$ cat src/rtl/echo_mix_stage.sv
// echo_mix_stage: pairs dry and delayed samples, scales delayed by gain, sums, emits wet sample.
// Define ECHO_MIX_SAT_EN for saturating sum and sticky sat_flag; otherwise the sum wraps.
module echo_mix_stage #(
  parameter int DATA_W = 16,
  parameter int GAIN_W = 8
) (
  input  logic              clk50,
  input  logic              rst,
  input  logic [DATA_W-1:0] dry_data,
  input  logic              dry_valid,
  output logic              dry_ready,
  input  logic [DATA_W-1:0] dly_data,
  input  logic              dly_valid,
  output logic              dly_ready,
  input  logic [GAIN_W-1:0] gain,
  input  logic              bypass,
  output logic [DATA_W-1:0] mix_data,
  output logic              mix_valid,
  input  logic              mix_ready
`ifdef ECHO_MIX_SAT_EN
  ,
  output logic              sat_flag
`endif
);
  localparam int PW = DATA_W + GAIN_W + 1;
  typedef enum logic [1:0] {COLLECT, MULT, SUM, OUT} state_t;
  state_t state, nstate;
  logic dry_held, dly_held, dry_held_n, dly_held_n, dry_cap, dly_cap, fire;
  logic [DATA_W-1:0] dry_q, dly_q, result;
  logic signed [PW-1:0] dly_x, gain_x;
  logic signed [DATA_W:0] scaled, sum;
`ifdef ECHO_MIX_SAT_EN
  logic clamp;
`endif
  always_comb begin
    dry_cap = dry_valid & dry_ready;
    dly_cap = dly_valid & dly_ready;
    fire = mix_valid & mix_ready;
    dry_held_n = fire ? 1'b0 : dry_held | dry_cap;
    dly_held_n = fire ? 1'b0 : dly_held | dly_cap;
    nstate = COLLECT;
    case (state)
      COLLECT: nstate = (dry_held & dly_held) ? MULT : COLLECT;
      MULT:    nstate = SUM;
      SUM:     nstate = OUT;
      OUT:     nstate = fire ? COLLECT : OUT;
      default: nstate = COLLECT;
    endcase
  end
  // Gain is zero-extended so the product stays signed; PW bits cannot overflow.
  always_comb begin
    dly_x = PW'($signed(dly_q));
    gain_x = PW'({1'b0, gain});
    sum = (DATA_W + 1)'($signed(dry_q)) + scaled;
`ifdef ECHO_MIX_SAT_EN
    clamp = sum[DATA_W] ^ sum[DATA_W-1];
    result = bypass ? dry_q :
             !clamp ? DATA_W'(sum) :
             sum[DATA_W] ? {1'b1, {(DATA_W-1){1'b0}}} : {1'b0, {(DATA_W-1){1'b1}}};
`else
    result = bypass ? dry_q : DATA_W'(sum);
`endif
  end
  always_ff @(posedge clk50) begin
    if (rst) begin
      state <= COLLECT;
      dry_held <= 1'b0;
      dly_held <= 1'b0;
      dry_ready <= 1'b0;
      dly_ready <= 1'b0;
      mix_valid <= 1'b0;
      mix_data <= '0;
      dry_q <= '0;
      dly_q <= '0;
      scaled <= '0;
    end else begin
      state <= nstate;
      dry_held <= dry_held_n;
      dly_held <= dly_held_n;
      dry_ready <= (nstate == COLLECT) & ~dry_held_n;
      dly_ready <= (nstate == COLLECT) & ~dly_held_n;
      mix_valid <= nstate == OUT;
      if (dry_cap) dry_q <= dry_data;
      if (dly_cap) dly_q <= dly_data;
      if (state == MULT) scaled <= (DATA_W + 1)'((dly_x * gain_x) >>> GAIN_W);
      if (state == SUM) mix_data <= result;
    end
  end
`ifdef ECHO_MIX_SAT_EN
  always_ff @(posedge clk50) begin
    if (rst) sat_flag <= 1'b0;
    else if (state == SUM && !bypass && clamp) sat_flag <= 1'b1;
  end
`endif
endmodule

$ cat config.mk
export PLATFORM = sky130hd
export DESIGN_NAME = echo_mix_stage
export DESIGN_NICKNAME = d
export VERILOG_FILES = /design/src/rtl/echo_mix_stage.sv
export SDC_FILE = /design/constraint.sdc
export NUM_CORES = 1
export LEC_CHECK = 0
export BUFFER_PORTS_ARGS = -buffer_cell sky130_fd_sc_hd__buf_2
export CAP_MARGIN = 20
export CORE_MARGIN = 5
export CORE_UTILIZATION = 60
export CTS_BUF_LIST = sky130_fd_sc_hd__clkbuf_8 sky130_fd_sc_hd__clkbuf_16
export CTS_CLUSTER_SIZE = 10
export DETAILED_ROUTE_END_ITERATION = 7
export PLACE_DENSITY = 0.82
export SETUP_SLACK_MARGIN = 0.3
export SYNTH_ARGS = -nofsm -noshare
export SYNTH_HDL_FRONTEND = slang
export SYNTH_SLANG_ARGS = --single-unit
$ cat constraint.sdc
create_clock -name clk50 -period 7.2 [get_ports clk50]
set_input_delay 0.36 -clock clk50 [delete_from_list [all_inputs] [get_ports clk50]]
set_output_delay 0.36 -clock clk50 [all_outputs]
set_load 0.1 [all_outputs]
== Word-level counts from Yosys, hierarchy flattened ==
Cells that the tools add are included.

* Output and inout bits: 19
* Bits in writable memories: 0
* ROM bits: 0
* Latch bits: 0
* Flip-flop bits (word level): 71
* Input bits: 46
* Memories: 0

* Equal/unequal tests: 4
* $add $sub $neg: 1
* Reductions and logical operators: 2
* Muxes and demuxes: 6
* Bitwise gates (word level): 10
* $mul: 1
* Shift operators: 0
* Divide/modulo/power cells: 0
* Magnitude comparators: 0

{| class="wikitable"
|+ Operators with widths
! kind !! count
|-
| 16-bit by 9-bit multiplier with 24-bit output || 1
|-
| 16-bit adder || 1
|-
| 16-bit 2-to-1 mux || 1
|-
| 2-bit case mux with 4 select lines || 1
|-
| 1-bit AND || 6
|-
| 2-bit == test, second input constant || 3
|-
| 2-bit zero test || 2
|-
| 1-bit 2-to-1 mux || 3
|-
| 2-bit by 1-bit == test with 1-bit output, second input constant || 1
|-
| 2-bit 2-to-1 mux || 1
|-
| 1-bit NOT || 2
|-
| 1-bit bitwise OR || 2
|}

== Depth between registers and ports, before layout ==
Gate-level depths: netlist of the first run.

* Depth after elaboration: 5
* Depth in mapped cells: 19
* Mapped depth without buffers: 18

== Least setup slack after synthesis of the first run ==
No wires, ideal clock.

* Path kind: input-to-reg
* From: in gain[5]
* To: reg scaled[7]
* Buffers on the path: 1
* Arrival: 4.497 ns
* Stages on the path: 16
* Data required time: 7.083 ns
* Setup slack: 2.586 ns
* Cells stage by stage: clkbuf_1 > nand2_1 > fa_1 > inv_1 > fa_1 > fa_1 > inv_1 > fa_1 > inv_1 > ha_1 > and2_1 > a221oi_1 > o31a_1 > nor2_1 > or3_1 > a32o_1

* Word-level cells in the longest chain between the ends: 1

{| class="wikitable"
|+ RTL lines
! element !! RTL line !! source
|-
| start: declaration || 15 || <nowiki>input logic [GAIN_W-1:0] gain,</nowiki>
|-
| 16-bit by 9-bit multiplier with 24-bit output || 85 || <nowiki>if (state == MULT) scaled <= (DATA_W + 1)'((dly_x * gain_x) >>> GAIN_W);</nowiki>
|-
| end signal: assignment || 85 ||
|-
| end: declaration || 31 || <nowiki>logic signed [DATA_W:0] scaled, sum;</nowiki>
|}

No other way between the ends.
A chain may end at the register's enable or synchronous reset.

== Worst setup path in the final report of the first run ==
* From: reg dly_q[15]
* To: reg scaled[13]

* Word-level cells in the longest chain between the ends: 1

{| class="wikitable"
|+ RTL lines
! element !! RTL line !! source
|-
| start: declaration || 29 || <nowiki>logic [DATA_W-1:0] dry_q, dly_q, result;</nowiki>
|-
| start signal: assignment || 84 || <nowiki>if (dly_cap) dly_q <= dly_data;</nowiki>
|-
| 16-bit by 9-bit multiplier with 24-bit output || 85 ||
|}

No other way between the ends.

==> results of run 1 <==
[cell type report]
| cell class | count | area [um^2] | share of cell area, % |
|---|---|---|---|
| clock buffers | 11 | 253 | 3.01 |
| flip-flops and latches | 71 | 1420 | 16.9 |
| multi-input cells | 679 | 5550 | 66.1 |
| inverters | 146 | 548 | 6.53 |
| repair buffers | 67 | 343 | 4.08 |
| well taps | 172 | 215 | 2.56 |
| clock inverters | 5 | 63.8 | 0.760 |
[registers in the layout, indices dropped and copies added (netlist names)]
name       count
dry_ready      1
dry_held       1
scaled        16
dly_held       1
dry_q         16
dly_q         16
mix_data      16
mix_valid      1
dly_ready      1
state          2
[metal layers]
metal  track usage (%)  part of all wire (%)  vias up  routed length (um)
met5                 0                     0        -                   0
met4              8.65                   2.5        0                 442
met3              3.48                   6.9       47                1230
met2              41.4                    49      226                8680
met1              34.1                    42     3010                7540
li1                  -                     -     3061                   -
[path summary, 6_finish.rpt]
path                       to  slack, ns         start  cells after the start
setup / recovery   scaled[13]       2.23     dly_q[15]                     16
hold / removal      dly_q[13]       0.24  dly_data[13]                      3
hold reg to reg   mix_data[1]       0.46   mix_data[1]                      2
setup reg to reg   scaled[13]       2.23     dly_q[15]                     16
[critical path, cell delays in order (launching register included)]
cell and delay (ns):
dfxtp_1 0.54, nand2_1 0.21, fa_1 0.68, fa_1 0.56
inv_1 0.06, fa_1 0.47, inv_1 0.06, fa_1 0.52
inv_1 0.04, ha_1 0.34, and4_1 0.26, nand3_1 0.19
or2_2 0.32, o221ai_1 0.21, xor2_1 0.20, nand2_1 0.07
a21oi_1 0.15
[layout by cell type, fill, tap and decap left out, drive strengths merged, types with 5 or more instances in the layout]
cell type	instances
nand2	176
inv	147
fa	100
a21oi	72
dfxtp	71
and2	68
buf	67
ha	58
nor2	41
o21ai	19
xnor2	18
a211oi	13
a21o	12
clkbuf	11
xor2	10
nor3	9
nand3	7
nand2b	6
a311oi	6
o21a	5
o31ai	5
a31oi	5
[through the flow]
step / total power, W / instance area [um^2] / cells / hold slack (ns)
after floorplan: 0.00116 / 7690 / 940 / 0.429
after global placement: 0.00132 / 8070 / 1134 / 0.445
after detailed placement: 0.00135 / 8070 / 1134 / 0.444
after CTS: 0.00182 / 8390 / 1150 / 0.241
after global routing: 0.00194 / 8400 / 1151 / 0.245
final: 0.00181 / 8400 / 1151 / 0.244
[kinds of logic after synthesis]
logic type               count (synthesis)  share of synthesized area [%]
AO/OA/AOI/OAI                          159                           13.2
multiplexers                             3                          0.391
adder cells (fa/ha/maj)                158                           35.5
buffers and inverters                  190                           9.28
XOR/XNOR                                28                           3.19
AND/OR/NAND/NOR                        331                           20.0
flip-flops                              71                           18.5
[power breakdown]
part	switching, W	leakage (nW)	internal (W)
logic	0.000568	3.30	0.000265
clock network	0.000183	0.152	0.000290
registers	0.0000593	0.577	0.000449
==> run_results.csv, run 1 <==
group,metric,value,unit
synthesis,async_reset_ff_share,0,%
clock_tree,cts_buffers,9,
floorplanning,core_area,12600,um^2
final_layout,n_fill_cell,1039,
timing,finalSetupViolCount,0,
global_route,grt_overflow_total,0,
timing,fmax,0.201,GHz
final_layout,fin_util,66.8,%
critical_path,worstPathArrival,5.23,ns
final_layout,nNetsFinal,1178,
final_layout,drive_above_1_share,9.09,%
critical_path,worstSetupStartpointType,"register",
power,cellPowerDensity,216,nW/um^2
timing,drv_slew,0,
clock_tree,cts.clk_slew.worst_paths,0.07,ns
synthesis,syn_area_per_cell,8.18,um^2
hold_path,hold_path.class,"primary input to register",
synthesis,ys_top_cells_by_count,"176 x nand2_1, 146 x inv_1, 100 x fa_1",
job,drv_cap,0,
power,p_leak,4.03,nW
clock_tree,clock_sinks,71,
timing,relSlewSlack,41.9,%
placed_design,port_buffers,64,
global_route,antenna_found_initial,0,
timing,setup_ws,2.23,ns
clock_tree,post-cts-setup-buffer-count,0,
drt,initialDrtViolationCount,589,
synthesis,syn_inst,940,
drt,drt-wirelength-per-cell,15.5,um
timing,clock_skew,0.00954,ns
floorplanning,die_area,15200,um^2
synthesis,ys_types,51,
placed_design,place_ws,2.20,ns
clock_tree,cts_tree,"done",
drt,drc_errors,0,
floorplanning,io_pins,65,
clock_tree,cts_root_buf,"clkbuf_16",
synthesis,syn_nets,1144,
timing,hold_violations,0,
global_route,grt_pass1_vias,6202,
floorplanning,initial_core_util,61.2,%
global_route,grt_usage,25.1,%
final_layout,antenna_cells,0,
synthesis,synth_area_leaders,"fa_1 26%, dfxtp_1 18%, ha_1 9.4%, nand2_1 8.6%, inv_1 7.1%",
drt,antenna_left,0,
floorplanning,die_x,123,um
status,status,"completed",
critical_path,required,7.47,ns
drt,drt_pass1_iterations,5,
synthesis,synth_edf_count,0,
synthesis,ys_seq_elements,71,
timing,timing.setup.tns,0,ns
synthesis,synth_top_area_cell,"fa_1",
drt,totalWireLength,17.9,mm
clock_tree,clk_latency,0.35,ns
floorplanning,num_rows,41,
placed_design,place_congestion,0.940,
clock_tree,postCtsHoldBufs,0,
floorplanning,die_y,123,um
clock_tree,cts_max_level,3,
timing,fin_crit,4.97,ns
synthesis,yosysSeqAreaShare,18.5,%
synthesis,ys_warn_count,0,
synthesis,netlist_area,7690,um^2
critical_path,crit_type,"register to register",
power,peakVddDrop,0.105,mV
global_route,grt_start_max_net_pins,74,
drt,avgViaCountPerCell,5.51,
clock_tree,clock_path_buffers,2,
placed_design,hpwlAfterDp,13.8,mm
clock_tree,cts_resized,0,
timing,rsz0062_at_grt,"no",
global_route,grt_pass1_wl,30.1,mm
synthesis,ys.flop_type,"dfxtp_1",
critical_path,cp-end-kind,"register",
drt,routed-via-count,6344,
timing,fin_crit_sh,69.0,%
synthesis,yosysMostFrequentCell,"nand2_1",
final_layout,syn2layout_area_growth,9.23,%
critical_path,cp_max_fo,9,
timing,worst_pin_slew,0.872,ns
synthesis,yosysTopAreaCellShare,26.0,%
Power figures use the tool's default switching activity.
==> inputs of run 2 (changes only) <==
Settings changed: CORE_UTILIZATION 60 to 56, PLACE_DENSITY 0.82 to 0.8.
Clock period 7.2 ns to 4.36 ns, I/O delays scaled along.
==> run 2 against run 1 <==
Net effect: the run now ends with setup timing left; count of clock-buffer cells in the layout decreased by 2; worst hold slack got worse by 0.14 ns; register-to-register slack got worse by 2.5 ns; die area increased by 6.6%; sequential cell count unchanged; final cell count increased by 8.9%; largest cell class unchanged.
==> run_results.csv, run 2 (synthesis results as in run 1) <==
group,metric,value,unit
status,status,"finished, violations left",
critical_path,crit_path_frequent_cell,"fa_1",
drt,initialDrtViolationCount,626,
drt,drt_pass1_iterations,5,
placed_design,hpwlAfterDp,14.4,mm
global_route,antenna_found_initial,0,
placed_design,place_congestion,0.940,
global_route,grt_pass1_vias,7156,
final_layout,stdcell_area,9760,um^2
global_route,grt_overflow_total,0,
final_layout,final_common_cell,"nand2_1",
clock_tree,cts_root_buf,"clkbuf_16",
timing,timing.setup.tns,-1.36,ns
timing,setup_ws,-0.218,ns
floorplanning,core_area,13300,um^2
critical_path,cp-end-kind,"register",
placed_design,port_buffers,64,
job,drv_cap,0,
floorplanning,die_x,127,um
drt,drt-wirelength-per-cell,16.8,um
final_layout,layout_common_cells,"163 x nand2_1, 132 x inv_1, 95 x fa_1",
timing,drv_slew,0,
critical_path,worstSetupStartpointType,"register",
critical_path,crit_chain,"buf_4 -> nand2_1 -> fa_1 -> inv_1 -> fa_1 -> inv_1 -> fa_1 -> fa_1 -> inv_2 -> ha_4 -> buf_4 -> a21oi_2 -> o21ai_2 -> o2bb2ai_2 -> a211o_1 -> buf_4 -> buf_6 -> a31oi_4 -> xnor2_1 -> a22o_1",
clock_tree,cts.clk_slew.worst_paths,0.06,ns
timing,relSlewSlack,17.1,%
timing,worst_pin_slew,1.24,ns
drt,totalWireLength,21.0,mm
clock_tree,postCtsHoldBufs,0,
power,cellPowerDensity,352,nW/um^2
floorplanning,die_y,127,um
floorplanning,die_area,16200,um^2
drt,avgViaCountPerCell,5.64,
critical_path,crit_type,"register to register",
placed_design,place_area,8800,um^2
critical_path,critPathMaxStageDelay,0.55,ns
power,p_leak,4.61,nW
timing,fmax,0.218,GHz
floorplanning,initial_core_util,57.6,%
critical_path,critical_path_buf_inv_count,7,
drt,routed-via-count,7075,
global_route,grt_start_max_net_pins,43,
timing,fin_crit,4.58,ns
timing,finalSetupViolCount,9,
final_layout,n_fill_cell,910,
drt,antenna_left,0,
timing,fin_crit_sh,105,%
clock_tree,clock_sinks,71,
final_layout,drive_above_1_share,26.9,%
power,peakVddDrop,0.258,mV
critical_path,cp_max_fo,5,
clock_tree,cts_buffers,9,
timing,hold_violations,0,
drt,drc_errors,0,
status,violations,"setup timing",
global_route,grt_pass1_wl,32.8,mm
clock_tree,clk_latency,0.34,ns
final_layout,syn2layout_area_growth,27.0,%
timing,clock_skew,0.00501,ns
final_layout,nNetsFinal,1277,
critical_path,cp_slowest_cell,"fa_1",
critical_path,required,4.59,ns
floorplanning,io_pins,65,
clock_tree,cts_max_level,3,
critical_path,worstPathArrival,4.81,ns
clock_tree,clock_path_buffers,2,
critical_path,critical_path.top_delay_family,"adder cells",
hold_path,hold_path.class,"primary input to register",
global_route,grt_usage,24.6,%
clock_tree,cts_tree,"done",
timing,rsz0062_at_grt,"yes",
final_layout,antenna_cells,0,
floorplanning,num_rows,42,
## run 2: cell types whose count changed in the layout (fill, tap and decap cells not counted), sizes merged
cell and change:
inv +1, buf +99, clkbuf -2, bufinv +1
## run 2: area by class of cell
| type | count | area [um^2] | area share, % |
|---|---|---|---|
| Sequential cell | 71 | 1460 | 14.9 |
| Tap cell | 176 | 220 | 2.26 |
| Multi-Input combinational cell | 679 | 6060 | 62.1 |
| Timing Repair Buffer | 166 | 1150 | 11.7 |
| Inverter | 146 | 548 | 5.61 |
| Clock inverter | 7 | 103 | 1.05 |
| Clock buffer | 9 | 225 | 2.31 |
## run 2: where the power goes
| part | internal, W | total [W] | switching (W) |
|---|---|---|---|
| sequential | 0.000744 | 0.000829 | 0.0000847 |
| combinational | 0.000660 | 0.00177 | 0.00111 |
| clock | 0.000508 | 0.000832 | 0.000325 |
## run 2: routing by layer
layer	vias up	global-route usage (%)	wire [um]
met3	58	2.80	1180
li1	3258	-	-
met1	3479	30.5	8080
met5	-	0	0
met2	280	45.0	11100
met4	0	7.70	638
## run 2: final timing paths
check,start,to,slack [ns],cells after the start
max reg2reg,dly_q[10],scaled[14],-0.22,20
max,dly_q[10],scaled[14],-0.22,20
min reg2reg,mix_data[1],mix_data[1],0.46,2
min,dly_data[5],dly_q[5],0.10,3
## run 2: timing repair
action                                  in CTS  in global routing
resized for setup                           60                 63
endpoints found under the setup margin      15                 16
setup buffers                                9                 17
pin swaps                                   54                 49
## run 2: tightest hold or removal path: cells and delay by family
family,cells,cell delay (ns)
AND/OR/NAND/NOR,1,0.04
AO/OA/AOI/OAI,1,0.05
buffers and inverters,1,0.10
## run 2: stage by stage
stage          power, W  setup slack, ns  cells  util (%)  hold WS, ns
3_3_place_gp    0.00238           -0.129   1212      66.0        0.449
2_1_floorplan   0.00201            0.120    940         -        0.354
5_1_grt         0.00364           -0.350   1254      73.1        0.117
6_report        0.00343           -0.218   1254      73.1        0.105
3_5_place_dp    0.00242           -0.252   1212      66.0        0.454
4_1_cts         0.00330          -0.0913   1237      70.2        0.104
